<file path="config.mk">
export PLATFORM = sky130hd
export DESIGN_NAME = i2c_master_ctrl_flat
export DESIGN_NICKNAME = d
export VERILOG_FILES = /design/src/rtl/i2c_master_ctrl_if.sv /design/src/rtl/i2c_master_ctrl.sv /design/src/flat_wrapper.sv
export SDC_FILE = /design/constraint.sdc
export NUM_CORES = 1
export LEC_CHECK = 0
export ABC_AREA = 1
export CAP_MARGIN = 20
export CORE_ASPECT_RATIO = 0.75
export CORE_MARGIN = 3
export CORE_UTILIZATION = 35
export CTS_CLUSTER_SIZE = 14
export DETAILED_ROUTE_END_ITERATION = 16
export PLACE_DENSITY = 0.58
export SKIP_CTS_REPAIR_TIMING = 1
export SKIP_LAST_GASP = 1
export SYNTH_ARGS = -nofsm -noshare
export SYNTH_HDL_FRONTEND = slang
export SYNTH_SLANG_ARGS = --single-unit
export TNS_END_PERCENT = 20
</file>
<file path="constraint.sdc">
create_clock -name clk -period 2.36 [get_ports clk]
set_clock_uncertainty 0.15 [all_clocks]
set_input_delay 0.354 -clock clk [delete_from_list [all_inputs] [get_ports clk]]
set_output_delay 0.354 -clock clk [all_outputs]
set_load 0.1 [all_outputs]
</file>
<file path="src/rtl/i2c_master_ctrl_if.sv">
// rtl/i2c_master_ctrl_if.sv - host handshake and open-drain bus signals of the I2C master controller
interface i2c_master_ctrl_if;
  logic       start;
  logic       rw;
  logic [6:0] addr;
  logic [7:0] wr_data;
  logic [7:0] rd_data;
  logic       busy;
  logic       done;
  logic       ack_err;
  logic       d_in;
  logic       d_out;
  logic       c_in;
  logic       c_out;

  modport master (
    input  start, rw, addr, wr_data, d_in, c_in,
    output rd_data, busy, done, ack_err, d_out, c_out
  );

  modport slave (
    output start, rw, addr, wr_data, d_in, c_in,
    input  rd_data, busy, done, ack_err, d_out, c_out
  );
endinterface

</file>
<file path="src/rtl/i2c_master_ctrl.sv">
// rtl/i2c_master_ctrl.sv - single-byte I2C master: START, address, one data byte, STOP
module i2c_master_ctrl #(
  parameter int CLK_DIV = 4
) (
  input  logic              clk,
  input  logic              rst_n,
  i2c_master_ctrl_if.master bus
);

  typedef enum logic [3:0] {
    S_IDLE,
    S_START,
    S_ADDR,
    S_ADDR_ACK,
    S_WRITE,
    S_WRITE_ACK,
    S_READ,
    S_READ_NACK,
    S_STOP,
    S_DONE
  } state_t;

  localparam logic [7:0] QLAST = 8'(CLK_DIV - 1);

  state_t     state_q, state_d;
  logic [7:0] qcnt_q, qcnt_d;       // cycles inside the current quarter
  logic [1:0] qidx_q, qidx_d;       // quarter index Q0..Q3 of the current bit slot
  logic [2:0] bit_q, bit_d;         // slot counter; START and STOP use bit 0 for their two slots
  logic [7:0] shift_q, shift_d;     // outgoing byte (ADDR/WRITE) or incoming byte (READ)
  logic [7:0] wbyte_q, wbyte_d;
  logic       rw_q, rw_d;
  logic       smp_q, smp_d;         // d_in captured at the end of Q2
  logic [7:0] rd_data_q, rd_data_d;
  logic       ack_err_q, ack_err_d;

  logic active;
  logic hold;
  logic q_end;
  logic slot_end;
  logic d_drv;
  logic c_drv;

  // Quarter timing strobes; a slave holding SCL low in Q2/Q3 freezes the counter
  always_comb begin
    active   = (state_q != S_IDLE) && (state_q != S_DONE);
    hold     = active && qidx_q[1] && !bus.c_in;
    q_end    = active && !hold && (qcnt_q == QLAST);
    slot_end = q_end && (qidx_q == 2'd3);
  end

  // Next-state, counters and datapath
  always_comb begin
    state_d   = state_q;
    qcnt_d    = qcnt_q;
    qidx_d    = qidx_q;
    bit_d     = bit_q;
    shift_d   = shift_q;
    wbyte_d   = wbyte_q;
    rw_d      = rw_q;
    smp_d     = smp_q;
    rd_data_d = rd_data_q;
    ack_err_d = ack_err_q;

    if (active && !hold) begin
      if (q_end) begin
        qcnt_d = '0;
        qidx_d = qidx_q + 2'd1;
      end else begin
        qcnt_d = qcnt_q + 8'd1;
      end
    end

    if (q_end && (qidx_q == 2'd2)) begin
      smp_d = bus.d_in;
    end

    case (state_q)
      S_IDLE: begin
        qcnt_d = '0;
        qidx_d = '0;
        bit_d  = '0;
        if (bus.start) begin
          state_d   = S_START;
          shift_d   = {bus.addr, bus.rw};
          wbyte_d   = bus.wr_data;
          rw_d      = bus.rw;
          ack_err_d = 1'b0;
        end
      end
      // first slot leaves the bus free, second slot carries the START edge
      S_START: begin
        if (slot_end) begin
          if (bit_q[0]) begin
            bit_d   = '0;
            state_d = S_ADDR;
          end else begin
            bit_d = 3'd1;
          end
        end
      end
      S_ADDR, S_WRITE: begin
        if (slot_end) begin
          shift_d = {shift_q[6:0], 1'b0};
          bit_d   = bit_q + 3'd1;
          if (bit_q == 3'd7) begin
            state_d = (state_q == S_ADDR) ? S_ADDR_ACK : S_WRITE_ACK;
          end
        end
      end
      S_ADDR_ACK: begin
        if (slot_end) begin
          if (smp_q) begin
            ack_err_d = 1'b1;
            state_d   = S_STOP;
          end else if (rw_q) begin
            state_d = S_READ;
          end else begin
            state_d = S_WRITE;
            shift_d = wbyte_q;
          end
        end
      end
      S_WRITE_ACK: begin
        if (slot_end) begin
          if (smp_q) begin
            ack_err_d = 1'b1;
          end
          state_d = S_STOP;
        end
      end
      // rd_data only changes once the whole byte is in, so it holds the previous read until then
      S_READ: begin
        if (slot_end) begin
          shift_d = {shift_q[6:0], smp_q};
          bit_d   = bit_q + 3'd1;
          if (bit_q == 3'd7) begin
            rd_data_d = {shift_q[6:0], smp_q};
            state_d   = S_READ_NACK;
          end
        end
      end
      S_READ_NACK: begin
        if (slot_end) begin
          state_d = S_STOP;
        end
      end
      // first slot carries the STOP edge, second slot keeps the bus free before DONE
      S_STOP: begin
        if (slot_end) begin
          if (bit_q[0]) begin
            bit_d   = '0;
            state_d = S_DONE;
          end else begin
            bit_d = 3'd1;
          end
        end
      end
      S_DONE: begin
        state_d = S_IDLE;
        qcnt_d  = '0;
        qidx_d  = '0;
      end
      default: state_d = S_IDLE;
    endcase
  end

  // Open-drain drive pattern from state, quarter and slot
  always_comb begin
    d_drv = 1'b1;
    c_drv = 1'b1;
    case (state_q)
      S_START: begin
        if (bit_q[0]) begin
          d_drv = !qidx_q[1];
        end
      end
      S_ADDR, S_WRITE: begin
        c_drv = qidx_q[1];
        d_drv = shift_q[7];
      end
      S_ADDR_ACK, S_WRITE_ACK, S_READ, S_READ_NACK: begin
        c_drv = qidx_q[1];
      end
      S_STOP: begin
        if (!bit_q[0]) begin
          c_drv = (qidx_q != 2'd0);
          d_drv = qidx_q[1];
        end
      end
      default: begin
      end
    endcase
  end

  // State and datapath registers
  always_ff @(posedge clk or negedge rst_n) begin
    if (!rst_n) begin
      state_q   <= S_IDLE;
      qcnt_q    <= '0;
      qidx_q    <= '0;
      bit_q     <= '0;
      shift_q   <= '0;
      wbyte_q   <= '0;
      rw_q      <= 1'b0;
      smp_q     <= 1'b1;
      rd_data_q <= '0;
      ack_err_q <= 1'b0;
    end else begin
      state_q   <= state_d;
      qcnt_q    <= qcnt_d;
      qidx_q    <= qidx_d;
      bit_q     <= bit_d;
      shift_q   <= shift_d;
      wbyte_q   <= wbyte_d;
      rw_q      <= rw_d;
      smp_q     <= smp_d;
      rd_data_q <= rd_data_d;
      ack_err_q <= ack_err_d;
    end
  end

  assign bus.d_out   = d_drv;
  assign bus.c_out   = c_drv;
  assign bus.busy    = active;
  assign bus.done    = (state_q == S_DONE);
  assign bus.rd_data = rd_data_q;
  assign bus.ack_err = ack_err_q;

endmodule

</file>
<file path="src/flat_wrapper.sv">
// flat-port wrapper written by rule: the top's interface ports become plain ports
module i2c_master_ctrl_flat 
#(
  parameter int CLK_DIV = 4
)
  (clk, rst_n, bus_start, bus_rw, bus_addr, bus_wr_data, bus_d_in, bus_c_in, bus_rd_data, bus_busy, bus_done, bus_ack_err, bus_d_out, bus_c_out);
  i2c_master_ctrl_if bus_i ();
  input  logic clk;
  input  logic rst_n;
  input wire logic [$bits(bus_i.start)-1:0] bus_start;
  input wire logic [$bits(bus_i.rw)-1:0] bus_rw;
  input wire logic [$bits(bus_i.addr)-1:0] bus_addr;
  input wire logic [$bits(bus_i.wr_data)-1:0] bus_wr_data;
  input wire logic [$bits(bus_i.d_in)-1:0] bus_d_in;
  input wire logic [$bits(bus_i.c_in)-1:0] bus_c_in;
  output wire logic [$bits(bus_i.rd_data)-1:0] bus_rd_data;
  output wire logic [$bits(bus_i.busy)-1:0] bus_busy;
  output wire logic [$bits(bus_i.done)-1:0] bus_done;
  output wire logic [$bits(bus_i.ack_err)-1:0] bus_ack_err;
  output wire logic [$bits(bus_i.d_out)-1:0] bus_d_out;
  output wire logic [$bits(bus_i.c_out)-1:0] bus_c_out;
  assign bus_i.start = bus_start;
  assign bus_i.rw = bus_rw;
  assign bus_i.addr = bus_addr;
  assign bus_i.wr_data = bus_wr_data;
  assign bus_i.d_in = bus_d_in;
  assign bus_i.c_in = bus_c_in;
  assign bus_rd_data = bus_i.rd_data;
  assign bus_busy = bus_i.busy;
  assign bus_done = bus_i.done;
  assign bus_ack_err = bus_i.ack_err;
  assign bus_d_out = bus_i.d_out;
  assign bus_c_out = bus_i.c_out;
  i2c_master_ctrl #(.CLK_DIV(CLK_DIV)) u_core (.clk(clk), .rst_n(rst_n), .bus(bus_i));
endmodule
</file>
==> summary.md <==
| Metric | Value |
|---|---|
| Top area cells in the synthesized netlist | `dfrtp_1, nand2_1, inv_1, nand3_1, o21ai_0` |
| Post-route total power | `1.75 mW` |
| Final worst path period need | `2.26 ns` |
| Vias per cell | `4.84` |
| Setup ws final | `0.100 ns` |
| Placed Cells | `416` |
| TritonCTS clock tree | `yes` |
| Worst R2R Setup Slack | `0.37 ns` |
| Routability Congestion | `0.830` |
| Fin nets | `376` |
| Initial antenna violation count | `0` |
| Post-Syn Area | `0.00245 mm2` |
| CP Capture Type | `output port` |
| Core area | `0.00654 mm2` |
| Cell count of the worst hold path | `2` |
| Endpoints failing hold | `0` |
| Crit path max fanout | `8` |
| Startpoint Class | `flop` |
| Clock Sinks | `44` |
| Crit Reg-Reg Startpoint | `u_core.state_q[3]` |
| Peak supply drop | `0.298 mV` |
| Ys Warns | `0` |
| GRT Overall Usage | `0.148` |
| CTS max path bufs | `2` |
| Period utilization | `0.958` |
| GRT overflow | `0` |
| ANT cells | `0` |
| Slowest CP cell | `dfrtp_2` |
| Die Y | `78.5 um` |
| Std-Cell Rows | `25` |
| Mapped Avg Cell Area | `8.03 um2` |
| Layout cells sized above 1 | `0.175` |
| Pin count of the biggest net entering global routing | `45` |
| Mapped Cells | `305` |
| Pwr Density | `578 mW/mm2` |
| Dpl hpwl | `4.19 mm` |
| I/O Pins | `34` |
| LEAKAGE | `1.56 nW` |
| WHS Endpoint | `u_core.shift_q[0]` |
| Arrival time at the worst endpoint | `1.76 ns` |
| Area leader, netlist | `dfrtp_1` |
| DRT Wirelength | `5.66 mm` |
| Critical path's largest stage delay | `0.48 ns` |
| Fillers | `631` |
| Status | `complete, no violations` |
| Post-synth ARST share | `1.00` |
| Top FF cell, synth | `dfrtp_1` |
| Most numerous cell in the Yosys netlist | `nand2_1` |
| Max Transition Viols Final | `0` |
| Min Hold Slack | `0.325 ns` |
| Syn nets | `332` |
| Clock Latency Late Sink | `0.29 ns` |
| Hold_sp | `u_core.shift_q[0]` |
| Area delta synth->final | `23.7%` |
| Highest clock rate | `443 MHz` |
| Initial Util | `0.375` |
| Synth unique cells | `36` |
| Worst hold path class | `flop to flop` |
| Pre-CTS setup slack | `0.0583 ns` |
| Post-synth EDFFs | `0` |
| FF-to-FF path depth | `10` |
| Total of max-cap violations | `0` |
| Post-synthesis sequential area ratio | `0.450` |
| CP Data Required Time | `1.86 ns` |
| RSZ-0062 raised after global routing | `yes` |
| Critical path class | `flop to output port` |
| Die area | `0.00805 mm2` |
| # DRC | `0` |
| Reg2reg end | `u_core.shift_q[1]` |
| Critical path origin | `u_core.state_q[2]` |
| Number of buffers created by CTS | `5` |
| Register bit count reported by yosys | `44` |
| Via count | `2,080` |
| Crit-path cells | `nor2_4 -> inv_2 -> nor3_2 -> inv_1 -> nand2_1 -> o211ai_1 -> buf_12` |
| First-pass GRT wire length | `9.38 mm` |
| Post-synth top cells | `nand2_1, dfrtp_1, inv_1` |
| Die W | `103 um` |
| Worst-Margin Slew | `0.418 ns` |
| Setup violators final | `0` |
| Clock root buffer master | `clkbuf_8` |
| Initial DRT Pass Iterations | `4` |
| Share of Yosys cell area claimed by the top area cell type | `0.439` |
| Number of port buffers | `33` |
| Htree depth | `2` |
| Routed len/inst | `13.2 um` |
| Drt first-iter violations | `128` |
| Post-route ant nets | `0` |
| Relative slew slack | `0.720` |
| Vias in the first global route | `1,835` |
| Clock-pin slew on the worst setup and hold paths | `0.08 ns` |
| Finished Layout Cells | `430` |
==> cell type report <==
class / count / area (um2) / area share
multi-input cells: 206 / 1120 / 0.370
inverters: 48 / 183 / 0.0603
clock inverters: 1 / 5.00 / 0.00165
repair buffers: 44 / 440 / 0.145
clock buffers: 6 / 72.6 / 0.0239
well taps: 81 / 101 / 0.0334
flip-flops and latches: 44 / 1110 / 0.365
==> worst max-delay path by stage <==
| stage | cells past startpoint | to | slack (ns) |
|---|---|---|---|
| 6_report | 7 | bus_c_out | 0.10 |
| 2_1_floorplan | 7 | bus_c_out | -0.38 |
| 5_1_grt | 7 | bus_c_out | -0.01 |
| 4_1_cts | 7 | bus_d_out | -0.03 |
| 3_3_place_gp | 12 | u_core.shift_q[7] | 0.13 |
| 3_5_place_dp | 12 | u_core.shift_q[1] | 0.06 |
==> state kept, by name (all words and copies together), names as in the netlist, 2 cells and up <==
name,count
u_core.bit_q,3
u_core.bus.rd_data,8
u_core.qcnt_q,8
u_core.qidx_q,2
u_core.shift_q,8
u_core.state_q,4
u_core.wbyte_q,8
==> cells in the final DEF (no fill, tap or decap), drive strengths merged, types with 2 or more instances in the layout <==
master          n
nand4           2
o221ai          7
clkdlybuf4s50  19
buf            24
inv            48
o21ai          29
nand2          89
a21oi           9
nand3          31
dfrtp          43
o211ai          2
nor2           17
nor3            4
ha              6
clkbuf          6
o31ai           2
==> report_power, final <==
group	internal (mW)	switching, mW	leakage [nW]
sequential	0.838	0.0786	0.552
clock	0.202	0.246	0.0410
combinational	0.154	0.233	0.964
total	1.19	0.558	1.56
==> per-layer routing <==
metal	wire, um	vias up	GRT usage
met5	0	-	0
met4	48	0	0.0354
met3	427	5	0.0293
met2	2160	63	0.183
met1	3020	933	0.252
li1	-	1079	-
==> critical path, delay by kind of cell, from the launching register on <==
kind / cells / cell delay (ns)
buffers and inverters: 3 / 0.38
AOI/OAI and AO/OA: 1 / 0.15
and+or+nand+nor: 3 / 0.43
DFF: 1 / 0.48
==> kinds of logic (layout without fill, tap and decap cells) <==
kind of cell,Yosys count,in the layout,share of synthesized area
AO/OA/AOI/OAI,53,53,0.128
adder cells (fa/ha/maj),6,6,0.0306
AND/OR/NAND/NOR,145,145,0.289
buffers and inverters,55,99,0.0940
XOR/XNOR,1,1,0.00358
multiplexers,1,1,0.00460
flip-flops,44,44,0.450
==> stage by stage <==
step | util | instance area (um2) | TNS [ns]
after detailed placement | 0.443 | 2890 | 0
after floorplan | - | 2460 | -0.419
after global placement | 0.443 | 2890 | 0
after global routing | 0.464 | 3030 | -0.0123
final | 0.464 | 3030 | 0
after CTS | 0.455 | 2970 | -0.0498
(Power assumes the default switching activity.)
